--- src/rtl/uarttx_sched_pkg.sv ---
// uarttx_sched_pkg: FSM states and CSR map shared by the UART TX scheduler.
package uarttx_sched_pkg;
  typedef enum logic [2:0] {INIT, ARB, POLL_RD, POLL_CHK, WR, GUARD} state_t;
  localparam logic [5:0] ADDR_CONTROL = 6'h00;
  localparam logic [5:0] ADDR_TXDATA = 6'h04;
  localparam logic [5:0] ADDR_STATUS = 6'h08;
  localparam int STATUS_TX_READY = 0;
  localparam logic [31:0] CONTROL_EN = 32'h1;
endpackage

--- src/rtl/rr_arbiter.sv ---
// rr_arbiter: round-robin pick starting one past the last grant.
module rr_arbiter #(
  parameter int NREQ = 2
) (
  input  logic [NREQ-1:0] req,
  input  logic [1:0]      last,
  output logic [1:0]      win,
  output logic            found
);
  always_comb begin
    win = last;
    found = 1'b0;
    for (int i = NREQ; i >= 1; i--) begin
      if (req[(int'(last) + i) % NREQ]) begin
        win = 2'((int'(last) + i) % NREQ);
        found = 1'b1;
      end
    end
  end
endmodule

--- src/rtl/uarttx_scheduler.sv ---
// uarttx_scheduler: arbitrates byte requesters and feeds a CSR-mapped UART TX,
// polling STATUS before each TXDATA write and dropping bytes on poll timeout.
module uarttx_scheduler
  import uarttx_sched_pkg::*;
#(
  parameter int NREQ = 2,
  parameter int GUARD_CYC = 4,
  parameter int POLL_MAX = 1024
) (
  input  logic              clk,
  input  logic              rst,
  input  logic [NREQ-1:0]   req_valid,
  input  logic [8*NREQ-1:0] req_data,
  output logic [NREQ-1:0]   req_ready,
  output logic              o_en,
  output logic              o_wen,
  output logic [3:0]        o_byteen,
  output logic [5:0]        o_addr,
  output logic [31:0]       o_wdata,
  input  logic [31:0]       i_rdata,
  output logic              o_init_done,
  output logic              o_busy,
  output logic              o_drop,
  output logic [1:0]        o_grant_id
);
  state_t state, state_n;
  logic [7:0] hold;
  logic [15:0] cnt;
  logic [3:0] gcnt;
  logic [1:0] last, win;
  logic found, rdy, timeout;
  rr_arbiter #(.NREQ(NREQ)) u_arb (.req(req_valid), .last(last), .win(win), .found(found));
  assign rdy = i_rdata[STATUS_TX_READY];
  assign timeout = !rdy && cnt >= 16'(POLL_MAX);
  assign req_ready = {{(NREQ-1){1'b0}}, state == ARB && found} << win;
  // INIT stays until its CONTROL write has actually been presented on the bus
  always_comb begin
    state_n = state;
    case (state)
      INIT:     state_n = o_en ? ARB : INIT;
      ARB:      state_n = found ? POLL_RD : ARB;
      POLL_RD:  state_n = POLL_CHK;
      POLL_CHK: state_n = rdy ? WR : timeout ? ARB : POLL_RD;
      WR:       state_n = GUARD;
      GUARD:    state_n = gcnt == 4'(GUARD_CYC-1) ? ARB : GUARD;
      default:  state_n = INIT;
    endcase
  end
  // bus outputs decode the next state so they line up with the state register
  always_ff @(posedge clk) begin
    if (rst) begin
      state <= INIT;
      o_en <= 1'b0;
      o_wen <= 1'b0;
      o_byteen <= 4'h0;
      o_addr <= 6'h0;
      o_wdata <= 32'h0;
      o_init_done <= 1'b0;
      o_busy <= 1'b0;
      o_drop <= 1'b0;
      o_grant_id <= 2'h0;
      hold <= 8'h0;
      cnt <= 16'h0;
      gcnt <= 4'h0;
      last <= 2'(NREQ-1);
    end else begin
      state <= state_n;
      o_en <= state_n inside {INIT, POLL_RD, WR};
      o_wen <= state_n inside {INIT, WR};
      o_byteen <= state_n inside {INIT, WR} ? 4'h1 : 4'h0;
      o_addr <= state_n == INIT ? ADDR_CONTROL : state_n == POLL_RD ? ADDR_STATUS : state_n == WR ? ADDR_TXDATA : 6'h0;
      o_wdata <= state_n == INIT ? CONTROL_EN : state_n == WR ? {24'h0, hold} : 32'h0;
      o_busy <= state_n inside {POLL_RD, POLL_CHK, WR, GUARD};
      o_drop <= state == POLL_CHK && timeout;
      o_init_done <= o_init_done | (state == INIT && o_en);
      gcnt <= state == GUARD ? gcnt + 4'h1 : 4'h0;
      if (state == POLL_RD && cnt != 16'hffff) cnt <= cnt + 16'h1;
      if (state == ARB && found) begin
        hold <= req_data[8*win +: 8];
        o_grant_id <= win;
        last <= win;
        cnt <= 16'h0;
      end
    end
  end
endmodule

--- config.mk ---
export PLATFORM = sky130hd
export DESIGN_NAME = uarttx_scheduler
export DESIGN_NICKNAME = d
export VERILOG_FILES = /design/src/rtl/uarttx_sched_pkg.sv /design/src/rtl/rr_arbiter.sv /design/src/rtl/uarttx_scheduler.sv
export SDC_FILE = /design/constraint.sdc
export NUM_CORES = 1
export LEC_CHECK = 0
export CORE_MARGIN = 4
export CORE_UTILIZATION = 35
export DETAILED_ROUTE_END_ITERATION = 8
export HOLD_SLACK_MARGIN = 0.02
export PLACE_DENSITY = 0.68
export SYNTH_ARGS = -nofsm -noshare
export SYNTH_HDL_FRONTEND = slang
export SYNTH_HIERARCHICAL = 1
export SYNTH_SLANG_ARGS = --single-unit
--- constraint.sdc ---
create_clock -name clk -period 2.2 [get_ports clk]
set_input_delay 0.55 -clock clk [delete_from_list [all_inputs] [get_ports clk]]
set_output_delay 0.55 -clock clk [all_outputs]
set_load 0.01 [all_outputs]
==> results.md, run 1 <==
- Status: finished, final reports clean
- Yosys top cell by area: dfxtp_1
- Avg Inst Size Synth: 9.056 sq um
- Synth-to-Final Area Change: 23.46%
- Drt via density: 4.852
- # port buffers: 40
- Cell variety after synth: 52
- Residual DRC: 0
- Ys Warns: 6
- CP Data Required Time: 1650 ps
- Total GRT Usage: 11.78%
- Drt wl/cell: 12.10 um
- Wire length of the first global-routing pass: 8010 um
- HP Class: register to register
- Count leader, synth: dfxtp_1
- Max Clk Rate: 482.4 MHz
- Met2 Use GR: 19.33%
- GR Layer Usage met3: 3.500%
- Gate Count Post-Synth: 265
- Die height: 90.81 um
- Share of layout cells above drive strength 1: 12.15%
- P_leak: 1.193 nW
- Clock sink count: 49
- Detail Placement HPWL: 3645 um
- Worst VDD drop: 0.0003693 V
- Critical path capture point type: primary output
- Clock Skews: 9.202 ps
- Root buffer cell: clkbuf_8
- Routed vias: 1931
- CP Launch Type: input pin
- Final WS setup: 126.8 ps
- Final wirelength: 4816 um
- CTS max path bufs: 2
- Crit share post-route: 94.23%
- Initial Utilization: 36.95%
- CTS HTree Levels: 2
- Final core utilization: 45.62%
- Die area: 8246 sq um
- Crit path kind: input pin to primary output
- Synth top area share: 40.88%
- I/O Pins: 103
- Clk Latency, worst-skew pair: 300 ps
- Num CTS Buffers: 5
- Filler Cell Count: 631
- Max Slew Vio Count: 0
- Core area: 6495 sq um
- CP arrival: 1520 ps
- RSZ-0062 raised after global routing: no
- Most used DFF post-synth: dfxtp_1
- TritonCTS clock tree: built
- Diode count: 0
- Post-place setup slack: -529.2 ps
- MaxCap Viol Count: 0
- Vias in the first global route: 1699
- Final ANT Viol Nets: 0
- First-pass iteration count of the detailed router: 4
- Global-route met1 utilization: 14.97%
- Initial detailed-routing violation count: 76
- Rows: 29
- Final RePlAce weighted congestion: 0.7974
- Initial antenna violation count: 0
- Syn Std Cell Area: 2400 sq um
- Synth top cells by count: dfxtp_1 (49), buf_4 (33), nand2_1 (20)
- Synth top area cells: dfxtp_1 (41%), buf_4 (10%), mux2i_1 (4.6%)
- Fin crit period: 2073 ps
- Pin count of the biggest net entering global routing: 20
- Reg clk slew, reported paths: 80 ps
- Post-synth EDFFs: 0
- Asr flop ratio synth: 0%
- Final Setup Violations: 0
- Global route overflow: 0
- Die width: 90.81 um
- Seq cells post-synth: 49
- Worst-path maximum fanout: 3
- Fin. Hold Viols: 0
- Pwr/cell area: 685.1 nW/um^2
- Final #Nets: 375
- Grt peak-use layer: met2
- Post-synthesis sequential area ratio: 40.88%
- Setup total negative slack: 0 ps
[final timing paths]
| check | start | end | slack, ps | cells past startpoint |
|---|---|---|---|---|
| setup reg to reg | state[2] | cnt[6] | 460 | 5 |
| hold reg to reg | hold[2] | hold[2] | 450 | 2 |
| hold / removal | hold[2] | hold[2] | 450 | 2 |
| setup / recovery | req_valid[0] | req_ready[0] | 130 | 6 |
[placed cells by master, fill, tap and decap left out, drive strengths merged, types with 2 or more instances in the layout]
master,Yosys,final
dfxtp,49,49
clkdlybuf4s50,0,36
conb,1,31
buf,37,22
nand2,21,21
o21ai,19,19
nor2,16,16
inv,12,12
a21oi,11,11
mux2i,11,11
and2,8,8
or4,7,7
o31ai,7,7
nand4,7,7
nand3,6,6
or3,6,6
nor4,6,6
clkbuf,5,6
o21a,3,3
a31oi,3,3
ha,3,3
o211ai,2,2
o31a,2,2
a211oi,2,2
dlygate4sd2,0,2
nor3b,2,2
and4,2,2
[state kept, by name (all words and copies together) (netlist names), 2 cells and up]
| name | count |
|---|---|
| o_wdata | 8 |
| o_addr | 2 |
| o_grant_id | 2 |
| hold | 8 |
| cnt | 16 |
| gcnt | 4 |
| state | 3 |
[timing repair]
action,4_1_cts,5_1_grt
hold buffers,0,0
gates resized for setup,13,0
setup endpoints to repair,2,0
setup buffers,1,0
[layer usage]
metal,vias up,wire [um]
li1,990,-
met1,892,2188
met2,43,2303
met3,6,265
met4,0,59
met5,-,0
[area by class of cell]
| cell class | count | area, sq um | area share (%) |
|---|---|---|---|
| clock buffers | 6 | 72.57 | 2.449 |
| repair buffers | 60 | 538.0 | 18.16 |
| well taps | 77 | 96.34 | 3.252 |
| clock inverters | 2 | 38.79 | 1.309 |
| multi-input cells | 192 | 1191 | 40.20 |
| flip-flops and latches | 49 | 980.9 | 33.11 |
| inverters | 12 | 45.04 | 1.520 |
[metrics by stage]
step                      std cells  power, mW  hold slack [ps]  cell area [sq um]
after floorplan                 295      1.266            416.7               2512
after global placement          389      1.396            426.9               2846
after detailed placement        389      1.402            433.8               2846
after CTS                       398      2.049            452.5               2963
after global routing            398      2.129            473.5               2963
final                           398      2.030            448.9               2963
[cells by family (layout without fill, tap and decap cells)]
| family | after synthesis | count (layout) | share of synthesized area [%] |
|---|---|---|---|
| compound gates | 53 | 53 | 13.71 |
| xor+xnor | 2 | 2 | 0.7301 |
| fa+ha+maj | 3 | 3 | 1.564 |
| buf+inv | 54 | 80 | 14.60 |
| flops | 49 | 49 | 40.88 |
| mux | 11 | 11 | 4.588 |
| other cells | 1 | 31 | 0.1563 |
| simple gates | 92 | 92 | 23.78 |
[critical path: stages]
cell and delay (ps):
dlygate4sd2_1 240, or2_4 250, and4bb_1 220, inv_2 80, nor3_1 40, buf_2 150
[report_power, final]
part / internal, mW / leakage (nW) / total, mW / switching (mW)
clock: 0.342 / 0.0554 / 0.645 / 0.303
combinational: 0.205 / 0.741 / 0.413 / 0.207
sequential: 0.944 / 0.397 / 0.972 / 0.0288
total: 1.49 / 1.19 / 2.03 / 0.539
No activity file was read; power rests on OpenSTA's default activity.
==> inputs of run 2 (changes only) <==
CORE_UTILIZATION = 30   (was 35)
PLACE_DENSITY = 0.64   (was 0.68)
REMOVE_ABC_BUFFERS = 1   (was not set)
==> results.md, run 2 (same netlist as run 1, synthesis figures left out) <==
- Delay-heaviest family, CP: buffers and inverters
- CP Launch Type: input pin
- Fin. Hold Viols: 0
- Status: finished, final reports clean
- Drt via density: 4.703
- Crit path kind: input pin to primary output
- HP Class: register to register
- Fin crit period: 2121 ps
- Detail Placement HPWL: 3913 um
- Pwr Total: 2.143 mW
- Final RePlAce weighted congestion: 0.8150
- Clock Skews: 4.603 ps
- Initial detailed-routing violation count: 58
- Diode count: 0
- Routed vias: 1980
- Reg-to-reg endpoint: cnt[12]
- Die area: 9495 sq um
- CP Cell Sequence: dlygate4sd2_1 -> or2_4 -> buf_4 -> nor2_2 -> nor3_2 -> buf_2
- CP arrival: 1570 ps
- Root buffer cell: clkbuf_8
- Residual DRC: 0
- Final wirelength: 5161 um
- Initial Utilization: 30.90%
- First-pass iteration count of the detailed router: 4
- Global route overflow: 0
- Die width: 97.44 um
- Max FFs per register: 16
- Clk Latency, worst-skew pair: 300 ps
- Final #Nets: 373
- Hold Path Depth: 2
- CTS HTree Levels: 2
- Final Setup Violations: 0
- MaxCap Viol Count: 0
- Die height: 97.44 um
- CP max stage cell: or2_4
- Max stage delay on crit path: 250 ps
- Pwr/cell area: 714.0 nW/um^2
- Initial antenna violation count: 0
- Clock sink count: 49
- CP endpoint: req_ready[0]
- Rows: 32
- RSZ-0062 raised after global routing: no
- Pin count of the biggest net entering global routing: 16
- Crit share post-route: 96.39%
- Setup total negative slack: 0 ps
- Critical path capture point type: primary output
- Vias in the first global route: 1941
- Final ANT Viol Nets: 0
- Cell depth of the worst setup path: 6
- Dpl cells: 412
- CP Launch Point: req_valid[1]
- Cell Count, Final, Fillers Out: 421
- Max Clk Rate: 471.6 MHz
- CP Data Required Time: 1650 ps
- Share of layout cells above drive strength 1: 12.23%
- CP bufs+invs: 3
- Max Slew Vio Count: 0
- Num CTS Buffers: 5
- CTS max path bufs: 2
- I/O Pins: 103
- Filler Cell Count: 792
- Worst VDD drop: 0.0002378 V
- Cells on worst reg2reg path: 5
- Launch point of the worst reg-to-reg path: state[2]
- Core area: 7767 sq um
- Total GRT Usage: 11.01%
- # port buffers: 40
- FF-to-FF setup slack: 430 ps
- TritonCTS clock tree: built
- Largest register by flop count: cnt
- Reg clk slew, reported paths: 90 ps
- P_leak: 1.198 nW
- Worst-path maximum fanout: 3
- Wire length of the first global-routing pass: 8818 um
- Top Registers: cnt x16, hold x8, o_wdata x8
- Most common cell after layout, fill and taps aside: dfxtp_1
- Most frequent cells in the layout: dfxtp_1 (49), clkdlybuf4s50_1 (36), conb_1 (31)
- Drt wl/cell: 12.26 um
- Synth-to-Final Area Change: 25.08%
==> run 2: worst register-to-register path, cell delays in order (launching register included) <==
cell	delay (ps)
dfxtp_1	320
buf_4	170
nor3b_4	300
nand2_2	200
or4_1	550
a21oi_1	170
==> run 2: worst min path at each step <==
stage                 start      end  slack, ps
floorplan           hold[1]  hold[1]        420
global placement    hold[6]  hold[6]        430
detailed placement  hold[7]  hold[7]        430
CTS                 hold[2]  hold[2]        450
global route        hold[7]  hold[7]        480
finish              hold[4]  hold[4]        450
==> run 2: cell type report <==
class / count / area [sq um] / share of cell area, %
multi-input combinational: 192 / 1191 / 39.68
sequential: 49 / 980.9 / 32.68
timing repair buffer: 58 / 523.0 / 17.42
tap: 102 / 127.6 / 4.252
clock buffer: 5 / 68.82 / 2.293
clock inverter: 3 / 65.06 / 2.168
inverter: 12 / 45.04 / 1.501
==> run 2: per-layer routing <==
layer	global-route usage (%)	part of all wire [%]
met1	12.80	44
met2	19.08	48
met3	3.877	7.5
met4	3.088	0.95
met5	0	0
==> run 2: per-stage QoR <==
stage	util (%)	area (sq um)	hold slack, ps	worst slack, ps
2_1_floorplan	-	2207	416.7	-49.60
6_report	38.64	3002	449.4	79.48
3_5_place_dp	36.86	2863	434.2	-589.3
3_3_place_gp	36.86	2863	426.5	-598.6
5_1_grt	38.64	3002	481.6	23.88
4_1_cts	38.64	3002	452.8	94.83
==> run 2: power breakdown <==
part           internal, mW  total (mW)  switching (mW)  leakage, nW
logic                 0.204       0.419           0.215        0.733
registers             0.944       0.975          0.0311        0.397
clock network         0.451       0.749           0.298       0.0681
total                  1.60        2.14           0.544         1.20
==> run 2: timing repair <==
action | in CTS | in global routing
gates resized for setup | 13 | 0
hold buffers | 0 | 0
buffers inserted | 1 | 0
setup endpoints to repair | 2 | 0
==> inputs of run 3 (changes only) <==
TNS_END_PERCENT = 10   (was not set)
==> results of run 3 <==
Final layout, timing and power as in run 2 (identical DEF).
